### config.mk
export PLATFORM = sky130hd
export DESIGN_NAME = seg_scan_driver_flat
export DESIGN_NICKNAME = d
export VERILOG_FILES = /design/src/rtl/seg_pkg.sv /design/src/rtl/seg_scan_driver_if.sv /design/src/rtl/hex7seg.sv /design/src/rtl/seg_scan_driver.sv /design/src/flat_wrapper.sv
export SDC_FILE = /design/constraint.sdc
export NUM_CORES = 1
export LEC_CHECK = 0
export ABC_AREA = 1
export BUFFER_PORTS_ARGS = -buffer_cell sky130_fd_sc_hd__buf_2
export CELL_PAD_IN_SITES_DETAIL_PLACEMENT = 1
export CELL_PAD_IN_SITES_GLOBAL_PLACEMENT = 1
export CORE_MARGIN = 5
export CORE_UTILIZATION = 25
export CTS_CLUSTER_DIAMETER = 40
export DETAILED_ROUTE_END_ITERATION = 8
export GPL_ROUTABILITY_DRIVEN = 0
export PLACE_DENSITY = 0.61
export SYNTH_ARGS = -nofsm -noshare
export SYNTH_HDL_FRONTEND = slang
export SYNTH_SLANG_ARGS = --single-unit
export TNS_END_PERCENT = 30
### constraint.sdc
create_clock -name CLK -period 5.2 [get_ports CLK]
set_clock_uncertainty 0.05 [all_clocks]
set_input_delay 0.52 -clock CLK [delete_from_list [all_inputs] [get_ports CLK]]
set_output_delay 0.52 -clock CLK [all_outputs]
set_load 0.1 [all_outputs]
### src/rtl/seg_pkg.sv
// Shared constants for 7-segment decoding.
// Contents:
//   SEG_A..SEG_G  bit positions of each segment in a 7-bit pattern {g,f,e,d,c,b,a}
//   SEG_OFF       all segments dark (active-high encoding)
//   SEG_TABLE     hex digit 0..F to active-high segment pattern
package seg_pkg;

    localparam int SEG_A = 0;
    localparam int SEG_B = 1;
    localparam int SEG_C = 2;
    localparam int SEG_D = 3;
    localparam int SEG_E = 4;
    localparam int SEG_F = 5;
    localparam int SEG_G = 6;

    localparam logic [6:0] SEG_OFF = 7'h00;

    localparam logic [6:0] SEG_TABLE [16] = '{
        7'h3F, 7'h06, 7'h5B, 7'h4F, 7'h66, 7'h6D, 7'h7D, 7'h07,
        7'h7F, 7'h6F, 7'h77, 7'h7C, 7'h39, 7'h5E, 7'h79, 7'h71
    };

endpackage

### src/rtl/seg_scan_driver_if.sv
// Bundle between a digit source (counters) and the scanning display driver.
// Signals:
//   iData    packed hex nibbles, nibble i is digit i
//   iDp      decimal point request per digit
//   iBlank   force a digit dark, DP included
//   iLZB     leading-zero blanking enable
//   oAn      anode enables at the pins
//   oDisplay segment bus {g,f,e,d,c,b,a} at the pins
//   oDp      decimal point segment at the pin
//   oTick    one-cycle pulse at the start of every digit slot
// Modports: master = digit source, slave = display driver.
interface seg_scan_driver_if #(
    parameter int DIGITS = 4
);
    logic [4*DIGITS-1:0] iData;
    logic [DIGITS-1:0]   iDp;
    logic [DIGITS-1:0]   iBlank;
    logic                iLZB;
    logic [DIGITS-1:0]   oAn;
    logic [6:0]          oDisplay;
    logic                oDp;
    logic                oTick;

    modport master (
        output iData, iDp, iBlank, iLZB,
        input  oAn, oDisplay, oDp, oTick
    );

    modport slave (
        input  iData, iDp, iBlank, iLZB,
        output oAn, oDisplay, oDp, oTick
    );
endinterface

### src/rtl/hex7seg.sv
// Combinational hex nibble to 7-segment decoder (active-high patterns).
// Ports:
//   i_nib  4-bit hex value
//   o_seg  segment pattern {g,f,e,d,c,b,a}
module hex7seg
    import seg_pkg::*;
(
    input  logic [3:0] i_nib,
    output logic [6:0] o_seg
);

    logic [6:0] w_pat;

    assign w_pat = SEG_TABLE[i_nib];

    // Explicit reassembly pins down the {g..a} bit order at the output.
    assign o_seg = {w_pat[SEG_G], w_pat[SEG_F], w_pat[SEG_E], w_pat[SEG_D],
                    w_pat[SEG_C], w_pat[SEG_B], w_pat[SEG_A]};

endmodule

### src/rtl/seg_scan_driver.sv
// Time-multiplexed common-anode 7-segment scanner.
// A prescaler divides CLK into digit slots of SCAN_DIV cycles; the first DEAD
// cycles of each slot keep every anode off. Display data is snapshotted once per
// frame (at the last cycle of the last digit) so a frame never mixes old and new
// digits. Outputs are registered one cycle after the (cnt, idx, shadow) state.
// Ports:
//   CLK  rising-edge clock
//   rst  synchronous active-high reset
//   bus  seg_scan_driver_if.slave (data in, anode/segment/DP/tick out)
module seg_scan_driver
    import seg_pkg::*;
#(
    parameter int DIGITS         = 4,
    parameter int SCAN_DIV       = 50000,
    parameter int DEAD           = 2,
    parameter bit SEG_ACTIVE_LOW = 1'b0,
    parameter bit AN_ACTIVE_LOW  = 1'b1
) (
    input  logic CLK,
    input  logic rst,
    seg_scan_driver_if.slave bus
);

    localparam int CW = (SCAN_DIV > 1) ? $clog2(SCAN_DIV) : 1;
    localparam int IW = (DIGITS > 1) ? $clog2(DIGITS) : 1;

    localparam logic [DIGITS-1:0] AN_PIN_OFF  = {DIGITS{AN_ACTIVE_LOW}};
    localparam logic [6:0]        SEG_PIN_OFF = SEG_OFF ^ {7{SEG_ACTIVE_LOW}};
    localparam logic              DP_PIN_OFF  = SEG_ACTIVE_LOW;

    logic [CW-1:0]       r_cnt;
    logic [IW-1:0]       r_idx;
    logic [4*DIGITS-1:0] r_sh_data;
    logic [DIGITS-1:0]   r_sh_dp;
    logic [DIGITS-1:0]   r_sh_blank;
    logic                r_sh_lzb;
    logic [DIGITS-1:0]   r_an;
    logic [6:0]          r_seg;
    logic                r_dp;
    logic                r_tick;

    logic                w_tick;
    logic                w_last;
    logic                w_dead;
    logic [3:0]          w_nib;
    logic                w_dp_req;
    logic                w_blank_req;
    logic                w_upper_nz;
    logic                w_blanked;
    logic [DIGITS-1:0]   w_an_on;
    logic [6:0]          w_seg;

    assign w_tick = (r_cnt == CW'(SCAN_DIV - 1));
    assign w_last = (r_idx == IW'(DIGITS - 1));
    assign w_dead = (32'(r_cnt) < 32'(DEAD));

    // Select the current digit from the shadow and find out whether any nibble
    // from the current position up to the most significant one is non-zero.
    always_comb begin
        w_nib       = 4'h0;
        w_dp_req    = 1'b0;
        w_blank_req = 1'b0;
        w_upper_nz  = 1'b0;
        w_an_on     = '0;
        for (int i = 0; i < DIGITS; i++) begin
            if (IW'(i) == r_idx) begin
                w_nib       = r_sh_data[4*i +: 4];
                w_dp_req    = r_sh_dp[i];
                w_blank_req = r_sh_blank[i];
                w_an_on[i]  = 1'b1;
            end
            if ((IW'(i) >= r_idx) && (r_sh_data[4*i +: 4] != 4'h0)) begin
                w_upper_nz = 1'b1;
            end
        end
        // Digit 0 always shows, so a value of zero still displays "0".
        w_blanked = w_blank_req || (r_sh_lzb && (r_idx != '0) && !w_upper_nz);
    end

    hex7seg u_hex7seg (
        .i_nib (w_nib),
        .o_seg (w_seg)
    );

    always_ff @(posedge CLK) begin
        if (rst) begin
            r_cnt      <= '0;
            r_idx      <= '0;
            r_sh_data  <= '0;
            r_sh_dp    <= '0;
            r_sh_blank <= '0;
            r_sh_lzb   <= 1'b0;
            r_tick     <= 1'b0;
            r_an       <= AN_PIN_OFF;
            r_seg      <= SEG_PIN_OFF;
            r_dp       <= DP_PIN_OFF;
        end else begin
            r_tick <= w_tick;
            if (w_tick) begin
                r_cnt <= '0;
                if (w_last) begin
                    r_idx      <= '0;
                    r_sh_data  <= bus.iData;
                    r_sh_dp    <= bus.iDp;
                    r_sh_blank <= bus.iBlank;
                    r_sh_lzb   <= bus.iLZB;
                end else begin
                    r_idx <= r_idx + IW'(1);
                end
            end else begin
                r_cnt <= r_cnt + CW'(1);
            end

            if (w_dead) begin
                r_an  <= AN_PIN_OFF;
                r_seg <= SEG_PIN_OFF;
                r_dp  <= DP_PIN_OFF;
            end else begin
                r_an  <= w_an_on ^ AN_PIN_OFF;
                r_seg <= (w_blanked ? SEG_OFF : w_seg) ^ {7{SEG_ACTIVE_LOW}};
                r_dp  <= (w_blanked ? 1'b0 : w_dp_req) ^ SEG_ACTIVE_LOW;
            end
        end
    end

    assign bus.oAn      = r_an;
    assign bus.oDisplay = r_seg;
    assign bus.oDp      = r_dp;
    assign bus.oTick    = r_tick;

endmodule

### src/flat_wrapper.sv
// flat-port wrapper written by rule: the top's interface ports become plain ports
module seg_scan_driver_flat import seg_pkg::*;
#(
    parameter int DIGITS         = 4,
    parameter int SCAN_DIV       = 50000,
    parameter int DEAD           = 2,
    parameter bit SEG_ACTIVE_LOW = 1'b0,
    parameter bit AN_ACTIVE_LOW  = 1'b1
)
  (CLK, rst, bus_iData, bus_iDp, bus_iBlank, bus_iLZB, bus_oAn, bus_oDisplay, bus_oDp, bus_oTick);
  seg_scan_driver_if #(.DIGITS(DIGITS)) bus_i ();
  input  logic CLK;
  input  logic rst;
  input wire logic [$bits(bus_i.iData)-1:0] bus_iData;
  input wire logic [$bits(bus_i.iDp)-1:0] bus_iDp;
  input wire logic [$bits(bus_i.iBlank)-1:0] bus_iBlank;
  input wire logic [$bits(bus_i.iLZB)-1:0] bus_iLZB;
  output wire logic [$bits(bus_i.oAn)-1:0] bus_oAn;
  output wire logic [$bits(bus_i.oDisplay)-1:0] bus_oDisplay;
  output wire logic [$bits(bus_i.oDp)-1:0] bus_oDp;
  output wire logic [$bits(bus_i.oTick)-1:0] bus_oTick;
  assign bus_i.iData = bus_iData;
  assign bus_i.iDp = bus_iDp;
  assign bus_i.iBlank = bus_iBlank;
  assign bus_i.iLZB = bus_iLZB;
  assign bus_oAn = bus_i.oAn;
  assign bus_oDisplay = bus_i.oDisplay;
  assign bus_oDp = bus_i.oDp;
  assign bus_oTick = bus_i.oTick;
  seg_scan_driver #(.DIGITS(DIGITS), .SCAN_DIV(SCAN_DIV), .DEAD(DEAD), .SEG_ACTIVE_LOW(SEG_ACTIVE_LOW), .AN_ACTIVE_LOW(AN_ACTIVE_LOW)) u_core (.CLK(CLK), .rst(rst), .bus(bus_i));
endmodule
==> impl_metrics.py, run 1 <==
metrics = {
    "status": {
        "status": "completed",
    },
    "timing": {
        "slew_headroom_pct": 39.66,
        "rsz0062_at_grt": "no",
        "holdWs_ns": 0.4028,
        "timing.final.crit_share_pct": 45.68,
        "finalSetupTns_ns": 0,
        "tightest_slew_ns": 0.9019,
        "final-max-slew-violation-count": 0,
        "hold_viol": 0,
        "setup_violations": 0,
        "period_minus_slack_ns": 2.375,
        "fmax_mhz": 421.0,
    },
    "detailed_routing": {
        "ant_nets": 0,
        "drt-initial-drc-count": 74,
        "drt-total-wl_mm": 7.188,
        "dr.pass1.iters": 4,
        "viasPerCell": 4.192,
        "via_count": 2536,
        "post-route-drc-count": 0,
        "wl_per_cell_um": 11.88,
    },
    "final_layout": {
        "antenna_cells": 0,
        "area_growth_pct": 15.47,
        "final_common_cell": "nand2_1",
        "layout_common_cells": "nand2_1, nor2_1, dfxtp_1",
        "n_fill_cell": 1435,
        "final_nets": 501,
        "drive_gt1_share_pct": 12.34,
    },
    "floorplan": {
        "die_width_um": 116.7,
        "fp-row-count": 39,
        "fp.dieH_um": 116.7,
        "initial_utilization_pct": 25.25,
        "boundaryPins": 40,
        "core_um2": 11270,
        "die_area_um2": 13620,
    },
    "worst_setup_path": {
        "crit_path_end_kind": "flip-flop",
        "r2r_end": "u_core.bus.oDisplay[3]",
        "cp-start-kind": "flip-flop",
        "arrival_ns": 2.55,
        "worst-setup-path-type": "flip-flop to flip-flop",
        "r2r_cells": 13,
        "path_depth": 13,
        "crit_path_frequent_cell": "nand2_1",
        "cp.required_ns": 5.38,
        "r2r_slack_ns": 2.82,
        "crit_chain": "inv_1, ha_1, inv_2, nand2_1, o21ai_0, nand2_1, nand2_1, inv_1, ha_1, nand3b_1, nand3_1, nand2_1, nor2_1",
        "cp-endpoint": "u_core.bus.oDisplay[3]",
        "worst-path-buf-inv": 3,
        "crit_start": "u_core.r_idx[1]",
        "max_stage_delay_ns": 0.45,
        "crit_family": "simple AND/OR/NAND/NOR gates",
        "slowest_stage": "dfxtp_1",
        "crit_fanout": 7,
        "rr_startpoint": "u_core.r_idx[1]",
    },
    "power": {
        "power_leakage_nw": 1.571,
        "power_frac_seq_pct": 51.6,
        "p_switching_w": 0.0002069,
        "clkPwrFrac_pct": 40.3,
        "p_int_w": 0.0006430,
        "switching_share_pct": 24.34,
        "pwr-share-comb_pct": 8.2,
        "ir_drop_mv": 0.1446,
        "p_per_area_nw_per_um2": 258.6,
    },
    "clocking": {
        "htreeDepth": 2,
        "cts.clk_slew.worst_paths_ns": 0.07,
        "cts_resized": 0,
        "cts_buffers": 5,
        "cts_root_buffer": "clkbuf_16",
        "cts_buffer_depth": 2,
        "cts_sinks": 56,
        "cts_tree": "done",
        "worstSkewPairLatency_ns": 0.29,
        "cts_post_setup_buffers_inserted": 0,
        "ctsHoldBuffers": 0,
    },
    "placement": {
        "dp.final_hpwl_mm": 5.501,
        "io_buffers": 39,
    },
    "yosys": {
        "yosys-top-cells-area": "dfxtp_1, nand2_1, nor2_1",
        "synthDistinctLibCells": 28,
        "yosysWarnings": 0,
        "syn_area_per_cell_um2": 6.682,
        "synth_seq_area_share_pct": 39.38,
        "synth-seq-cells": 56,
        "postSynthCellCount": 426,
        "syn_nets": 466,
        "netlist.area_leader.share_pct": 39.38,
        "yosys.area.top_type": "dfxtp_1",
        "synth_area_um2": 2846,
    },
    "min_path": {
        "hold_class": "input pin to flip-flop",
    },
    "global_route": {
        "grt_pass1_vias": 2578,
        "grt_overflow": 0,
        "grt_usage_pct": 11.30,
        "grt_pass1_wl_mm": 12.32,
        "antenna_found_initial": 0,
        "grt_max_degree": 51,
    },
    "run": {
        "maxCapViolCount": 0,
    },
}
-- metal layers --
metal	up-vias	global-route usage (%)	part of all wire, %
met5	-	0	0
met4	0	3.211	1.2
met3	7	2.746	4.2
li1	1375	-	-
met1	1122	14.66	49
met2	32	18.70	45
-- worst min path at each step --
stage                          end  depth (start not counted)             from  slack (ns)
2_1_floorplan      u_core.r_cnt[0]                          1  u_core.r_cnt[0]        0.37
3_3_place_gp       u_core.r_cnt[0]                          1  u_core.r_cnt[0]        0.38
3_5_place_dp       u_core.r_cnt[0]                          1  u_core.r_cnt[0]        0.40
4_1_cts        u_core.r_sh_data[0]                          3     bus_iData[0]        0.40
5_1_grt            u_core.r_idx[0]                          2              rst        0.41
6_report       u_core.r_sh_data[0]                          3     bus_iData[0]        0.40
-- state kept, by name, summed over array words and instances (netlist names) --
| register | flops |
|---|---|
| u_core.r_sh_blank | 4 |
| u_core.r_cnt | 16 |
| u_core.r_sh_dp | 4 |
| u_core.bus.oDisplay | 7 |
| u_core.r_sh_lzb | 1 |
| u_core.r_sh_data | 16 |
| u_core.bus.oTick | 1 |
| u_core.r_idx | 2 |
| u_core.bus.oAn | 4 |
| u_core.bus.oDp | 1 |
-- per-stage QoR --
stage | setup slack [ns] | utilization, % | power, W | instance area [µm²] | cells
after floorplan | 3.197 | - | 0.0004988 | 2846 | 426
after detailed placement | 2.844 | 27.86 | 0.0005188 | 3141 | 597
after CTS | 2.823 | 29.16 | 0.0008677 | 3287 | 605
after global routing | 2.563 | 29.16 | 0.0008885 | 3287 | 605
final | 2.825 | 29.16 | 0.0008499 | 3287 | 605
after global placement | 2.948 | 27.86 | 0.0005184 | 3141 | 597
-- power by group through the flow --
stage          Combinational [W]  Clock [W]  Sequential [W]
2_1_floorplan          0.0000150          0        0.000484
3_3_place_gp           0.0000702          0        0.000448
3_5_place_dp           0.0000704          0        0.000448
4_1_cts                0.0000704   0.000359        0.000438
5_1_grt                0.0000745   0.000375        0.000439
6_report               0.0000694   0.000342        0.000438
-- logic make-up (layout without fill, tap and decap cells) --
logic type / after synthesis / count (layout) / share of synthesized area [%]
AND/OR/NAND/NOR: 256 / 256 / 37.63
flip-flops: 56 / 56 / 39.38
AO/OA/AOI/OAI: 31 / 31 / 5.803
buffers and inverters: 65 / 101 / 9.934
adder cells (fa/ha/maj): 13 / 13 / 5.714
XOR/XNOR: 5 / 5 / 1.538
-- synthesized netlist by cell type --
master / count
nand2_1: 120
nor2_1: 92
dfxtp_1: 56
inv_1: 51
nand3_1: 24
a21oi_1: 19
ha_1: 13
buf_2: 7
o21ai_0: 6
nor3_1: 5
buf_6: 4
xor2_1: 4
inv_2: 3
nand2_2: 2
nand3b_1: 2
nand4_1: 2
nor2_4: 2
nor3b_1: 2
o21ai_1: 2
or2_2: 2
a211oi_1: 1
a31oi_1: 1
nand3_4: 1
nor2_2: 1
nor3_4: 1
o211ai_1: 1
o221ai_1: 1
xnor2_1: 1
-- area by class of cell --
type | count | area (µm²) | share of cell area, %
multi-input cells | 305 | 1443 | 43.89
flip-flops and latches | 56 | 1121 | 34.11
inverters | 54 | 202.7 | 6.167
repair buffers | 39 | 195.2 | 5.938
well taps | 143 | 178.9 | 5.443
clock buffers | 8 | 146.4 | 4.454
-- worst reg2reg max path: stages, from the launching register on --
cell and delay [ns]:
dfxtp_1 0.45, inv_1 0.12, ha_1 0.28, inv_2 0.13
nand2_1 0.09, o21ai_0 0.18, nand2_1 0.07, nand2_1 0.16
inv_1 0.14, ha_1 0.26, nand3b_1 0.17, nand3_1 0.08
nand2_1 0.05, nor2_1 0.08
Note: power is estimated with default switching activity, not from simulation.
==> run 2: changes to the inputs <==
==> constraint.sdc (replaced) <==
create_clock -name CLK -period 2.25 [get_ports CLK]
set_clock_uncertainty 0.05 [all_clocks]
set_input_delay 0.225 -clock CLK [delete_from_list [all_inputs] [get_ports CLK]]
set_output_delay 0.225 -clock CLK [all_outputs]
set_load 0.1 [all_outputs]
==> run 2 against run 1 <==
Worst hold slack worse by 0.30 ns. Sequential cell count did not move. Fmax up 16%. Total power is 130% higher. Routed wire length grew 2.5%.
==> impl_metrics.py, run 2 (synthesis gave the netlist of run 1 again) <==
metrics = {
    "timing": {
        "timing.final.crit_share_pct": 90.94,
        "finalSetupTns_ns": 0,
        "rsz0062_at_grt": "no",
        "fmax_mhz": 488.7,
        "hold_viol": 0,
        "final-max-slew-violation-count": 0,
        "setup_violations": 0,
        "slew_headroom_pct": 67.65,
        "tightest_slew_ns": 0.4835,
        "period_minus_slack_ns": 2.046,
        "setup_ws_ns": 0.2039,
    },
    "power": {
        "power_frac_seq_pct": 51.5,
        "power_w": 0.001968,
        "power_leakage_nw": 1.620,
        "p_int_w": 0.001483,
        "ir_drop_mv": 0.2923,
        "p_switching_w": 0.0004850,
        "p_per_area_nw_per_um2": 582.6,
        "clkPwrFrac_pct": 40.2,
        "switching_share_pct": 24.65,
        "pwr-share-comb_pct": 8.3,
    },
    "worst_setup_path": {
        "max_stage_delay_ns": 0.36,
        "crit_path_end_kind": "flip-flop",
        "cp-start-kind": "flip-flop",
        "crit_family": "simple AND/OR/NAND/NOR gates",
        "crit_fanout": 6,
        "slowest_stage": "dfxtp_1",
        "r2r_slack_ns": 0.20,
        "arrival_ns": 2.23,
        "worst-setup-path-type": "flip-flop to flip-flop",
        "worst-path-buf-inv": 2,
        "crit_path_frequent_cell": "nand2_1",
        "cp.required_ns": 2.43,
        "crit_chain": "inv_2, ha_2, nand2_1, o21ai_0, nand2_1, nand2_2, inv_1, ha_1, nand3b_1, nand3_1, nand2_1, nor2_1",
    },
    "global_route": {
        "grt_usage_pct": 11.52,
        "grt_overflow": 0,
        "grt_pass1_vias": 2631,
        "antenna_found_initial": 0,
        "grt_pass1_wl_mm": 12.56,
        "grt_max_degree": 31,
    },
    "final_layout": {
        "drive_gt1_share_pct": 15.89,
        "final_common_cell": "nand2_1",
        "multi_input_area_um2": 1456,
        "antenna_cells": 0,
        "n_fill_cell": 1433,
        "final_util_pct": 29.97,
        "layout_common_cells": "nand2_1, nor2_1, dfxtp_1",
        "final_nets": 511,
        "area_growth_pct": 18.68,
        "fin_area_um2": 3378,
        "seq_area_um2": 1121,
    },
    "detailed_routing": {
        "ant_nets": 0,
        "drt-initial-drc-count": 100,
        "dr.pass1.iters": 4,
        "wl_per_cell_um": 11.98,
        "viasPerCell": 4.221,
        "drt-total-wl_mm": 7.366,
        "via_count": 2596,
        "post-route-drc-count": 0,
    },
    "floorplan": {
        "fp.dieH_um": 116.7,
        "initial_utilization_pct": 25.25,
        "core_um2": 11270,
        "die_area_um2": 13620,
        "boundaryPins": 40,
        "die_width_um": 116.7,
        "fp-row-count": 39,
    },
    "placement": {
        "dp.final_hpwl_mm": 5.742,
        "io_buffers": 39,
        "place_area_um2": 3216,
        "place_ws_ns": 0.05313,
    },
    "clocking": {
        "cts_buffer_depth": 2,
        "cts_tree": "done",
        "cts_root_buffer": "clkbuf_16",
        "cts_post_setup_buffers_inserted": 0,
        "ctsHoldBuffers": 0,
        "cts_buffers": 5,
        "htreeDepth": 2,
        "cts_sinks": 56,
        "cts.clk_slew.worst_paths_ns": 0.07,
        "cts_resized": 0,
        "worstSkewPairLatency_ns": 0.29,
    },
    "status": {
        "status": "completed",
    },
    "min_path": {
        "hold_class": "input pin to flip-flop",
    },
    "run": {
        "maxCapViolCount": 0,
    },
}
==> run 2: worst paths after layout <==
path	start	endpoint	cells after the start
max reg2reg	u_core.r_idx[0]	u_core.bus.oDisplay[3]	12
min	bus_iDp[3]	u_core.r_sh_dp[3]	3
max	u_core.r_idx[0]	u_core.bus.oDisplay[3]	12
min reg2reg	u_core.r_cnt[0]	u_core.r_cnt[0]	1
==> run 2: metrics by stage <==
step           cells  hold slack [ns]
6_report         615           0.1073
5_1_grt          615           0.1016
3_5_place_dp     607           0.3958
4_1_cts          615          0.09800
3_3_place_gp     607           0.3861
2_1_floorplan    426           0.2535
==> run 2: per-layer routing <==
layer	wire (µm)	share of wire, %	track usage [%]
met1	3505	48	14.35
met2	3483	47	20.29
met3	295	4.0	2.280
met4	81	1.1	2.982
met5	0	0	0
==> run 2: cell type report <==
type / instances / share of cell area [%]
inverters: 54 / 6.000
multi-input cells: 305 / 43.11
well taps: 143 / 5.296
repair buffers: 49 / 8.000
clock inverters: 2 / 0.2963
flip-flops and latches: 56 / 33.19
clock buffers: 6 / 4.111
==> run 2: power groups by stage <==
stage | clock network [W] | logic [W] | registers, W
detailed placement | 0 | 0.000166 | 0.00104
global placement | 0 | 0.000165 | 0.00104
global route | 0.000873 | 0.000177 | 0.00101
finish | 0.000791 | 0.000164 | 0.00101
floorplan | 0 | 0.0000347 | 0.00112
CTS | 0.000823 | 0.000167 | 0.00101
==> run 2: worst min-delay path: cells and delay by family <==
kind          cells  cell delay [ns]
simple gates      2             0.11
buf+inv           1             0.07
==> run 3: changes to the inputs <==
--- a/config.mk
+++ b/config.mk
@@ -14,8 +14,9 @@
 export CTS_CLUSTER_DIAMETER = 40
 export DETAILED_ROUTE_END_ITERATION = 8
 export GPL_ROUTABILITY_DRIVEN = 0
-export PLACE_DENSITY = 0.61
+export PLACE_DENSITY = 0.58
 export SYNTH_ARGS = -nofsm -noshare
 export SYNTH_HDL_FRONTEND = slang
+export SYNTH_HIERARCHICAL = 1
 export SYNTH_SLANG_ARGS = --single-unit
 export TNS_END_PERCENT = 30
==> run 3 against run 2 <==
Core utilization rose by 0.26 points. Area after synthesis shrank 0.13%. First-iteration DRC count fell by 6.0%. Total power up 4.5%. Non-clock buffer count grew 1. Register-to-register slack lost 0.05 ns. Global-route usage is 0.24 points lower. Final cell count fell by 0.33%. Die area fell by 0.12%. Sequential power about the same. Clock power increased by 12%. Design area rose by 0.85%. Highest routed layer unchanged.
==> impl_metrics.py, run 3 <==
metrics = {
    "run": {
        "maxCapViolCount": 0,
    },
    "yosys": {
        "yosysWarnings": 6,
        "synthSimpleGateAreaFrac_pct": 34.95,
        "yosys.area.top_type": "dfxtp_1",
        "synthDistinctLibCells": 33,
        "synth_fa_ha_area_share_pct": 5.722,
        "synth-xor-area-share_pct": 1.540,
        "synth_compound_area_share_pct": 7.482,
        "synthFlopType": "dfxtp_1",
        "post-synth-top-count-cell": "nand2_1",
        "netlist.area_leader.share_pct": 39.44,
        "yosys-top-cells-area": "dfxtp_1, nand2_1, nor2_1",
        "synth_area_um2": 2843,
        "synth-seq-cells": 56,
        "synth_top_family_by_area": "simple AND/OR/NAND/NOR gates",
        "synthArstFlopShare_pct": 0,
        "syn_nets": 463,
        "synthMuxAreaShare_pct": 0,
        "synthTopCellsByCount": "nand2_1, nor2_1, dfxtp_1, inv_1, nand3_1",
        "postSynthCellCount": 423,
        "syn_area_per_cell_um2": 6.720,
        "synth_edf_count": 0,
        "synth_seq_area_share_pct": 39.44,
    },
    "clocking": {
        "cts_buffers": 5,
        "cts_root_buffer": "clkbuf_16",
        "cts_sinks": 56,
        "cts.clk_slew.worst_paths_ns": 0.08,
        "htreeDepth": 2,
        "ctsHoldBuffers": 0,
        "cts_tree": "done",
        "worstSkewPairLatency_ns": 0.30,
        "cts_buffer_depth": 2,
    },
    "final_layout": {
        "layout_common_cells": "nand2_1, nor2_1, dfxtp_1",
        "area_growth_pct": 19.85,
        "final_nets": 509,
        "drive_gt1_share_pct": 18.09,
        "antenna_cells": 0,
        "final_common_cell": "nand2_1",
        "final_util_pct": 30.23,
        "layoutNonFillerInstCount": 613,
    },
    "worst_setup_path": {
        "crit_path_frequent_cell": "nand2_1",
        "crit_path_end_kind": "flip-flop",
        "crit_chain": "inv_2, ha_2, inv_2, o21ai_1, o211ai_1, a22oi_1, inv_1, ha_1, nand2_1, o21ai_1, nand2_1, nand2_1, inv_1, nor2_1",
        "cp-start-kind": "flip-flop",
        "max_stage_delay_ns": 0.37,
        "arrival_ns": 2.21,
        "cp.required_ns": 2.37,
        "slowest_stage": "dfxtp_4",
        "worst-setup-path-type": "flip-flop to flip-flop",
        "crit_fanout": 5,
    },
    "detailed_routing": {
        "viasPerCell": 4.250,
        "drt-initial-drc-count": 94,
        "post-route-drc-count": 0,
        "via_count": 2605,
        "wl_per_cell_um": 12.14,
        "ant_nets": 0,
        "dr.pass1.iters": 4,
        "drt-total-wl_mm": 7.442,
    },
    "floorplan": {
        "core_um2": 11270,
        "initial_utilization_pct": 25.22,
        "die_area_um2": 13600,
        "boundaryPins": 40,
        "die_width_um": 116.6,
        "fp.dieH_um": 116.6,
        "fp-row-count": 39,
    },
    "power": {
        "clkPwrFrac_pct": 43.2,
        "pwr-share-comb_pct": 7.6,
        "power_w": 0.002057,
        "p_per_area_nw_per_um2": 603.9,
        "power_leakage_nw": 1.662,
        "p_switching_w": 0.0004954,
        "switching_share_pct": 24.08,
        "ir_drop_mv": 0.2913,
        "power_frac_seq_pct": 49.1,
        "p_int_w": 0.001562,
    },
    "timing": {
        "setup_ws_ns": 0.1512,
        "setup_violations": 0,
        "rsz0062_at_grt": "no",
        "final-max-slew-violation-count": 0,
        "tightest_slew_ns": 0.5012,
        "hold_viol": 0,
        "period_minus_slack_ns": 2.099,
        "finalSetupTns_ns": 0,
        "timing.final.crit_share_pct": 93.28,
        "slew_headroom_pct": 66.59,
        "fmax_mhz": 476.5,
    },
    "placement": {
        "dp.final_hpwl_mm": 5.731,
        "dp.cells": 604,
        "place_ws_ns": -0.003624,
        "io_buffers": 39,
    },
    "global_route": {
        "met2_usage_pct": 18.42,
        "grt_usage_pct": 11.28,
        "grt_pass1_vias": 2549,
        "antenna_found_initial": 0,
        "grt_overflow": 0,
        "met1_usage_pct": 15.37,
        "grt_max_degree": 51,
        "global_route.usage.met3_pct": 2.176,
        "top_usage_layer": "met2",
        "grt_pass1_wl_mm": 12.30,
    },
    "status": {
        "status": "completed",
    },
    "min_path": {
        "hold_class": "input pin to flip-flop",
    },
}
[run 3: repair_timing]
| action | CTS | global route |
|---|---|---|
| resized for setup | 1 | 13 |
| setup endpoints to repair | 1 | 7 |
| buffers inserted | 0 | 1 |
| pin swaps | 0 | 3 |
[run 3: metrics by stage]
| stage | cell area, µm² | hold slack (ns) |
|---|---|---|
| after floorplan | 2843 | 0.2545 |
| after global placement | 3212 | 0.3867 |
| after detailed placement | 3212 | 0.3954 |
| after CTS | 3381 | 0.09431 |
| after global routing | 3407 | 0.09774 |
| final | 3407 | 0.1017 |
[run 3: final timing paths]
| check | start | to | slack (ns) | cells past startpoint |
|---|---|---|---|---|
| setup reg to reg | u_core/r_idx[0] | u_core/bus.oDisplay[3] | 0.15 | 14 |
| hold reg to reg | u_core/r_cnt[0] | u_core/r_cnt[0] | 0.41 | 1 |
| hold / removal | bus_iData[1] | u_core/r_sh_data[1] | 0.10 | 3 |
| setup / recovery | u_core/r_idx[0] | u_core/bus.oDisplay[3] | 0.15 | 14 |
[run 3: final cells by class]
class / instances / area [µm²]
fill: 1434 / 7865
inverter: 61 / 229.0
clock buffer: 5 / 125.1
timing repair buffer: 50 / 277.8
multi-input combinational: 295 / 1429
sequential: 56 / 1125
clock inverter: 3 / 42.54
tap: 143 / 178.9
[run 3: kinds of logic after synthesis]
logic type,Yosys count
flops,56
buf+inv,72
fa+ha+maj,13
simple gates,240
xor+xnor,5
compound gates,37
[run 3: power by group through the flow]
stage | registers (W) | logic (W) | clock network, W
final | 0.00101 | 0.000157 | 0.000889
after floorplan | 0.00112 | 0.0000301 | 0
after detailed placement | 0.00104 | 0.000159 | 0
after global routing | 0.00101 | 0.000169 | 0.000965
after CTS | 0.00101 | 0.000159 | 0.000922
after global placement | 0.00104 | 0.000157 | 0
[run 3: critical path: cells and delay by family (launching register included)]
kind	cells	cell delay [ns]
flip-flops	1	0.37
adder cells (fa/ha/maj)	2	0.50
AO/OA/AOI/OAI	4	0.52
buffers and inverters	4	0.29
AND/OR/NAND/NOR	4	0.24
[run 3: routing by layer]
layer | share of wire (%) | vias to the layer above
met3 | 3.1 | 4
met5 | 0 | -
li1 | - | 1384
met2 | 46 | 27
met4 | 0.46 | 0
met1 | 50 | 1190
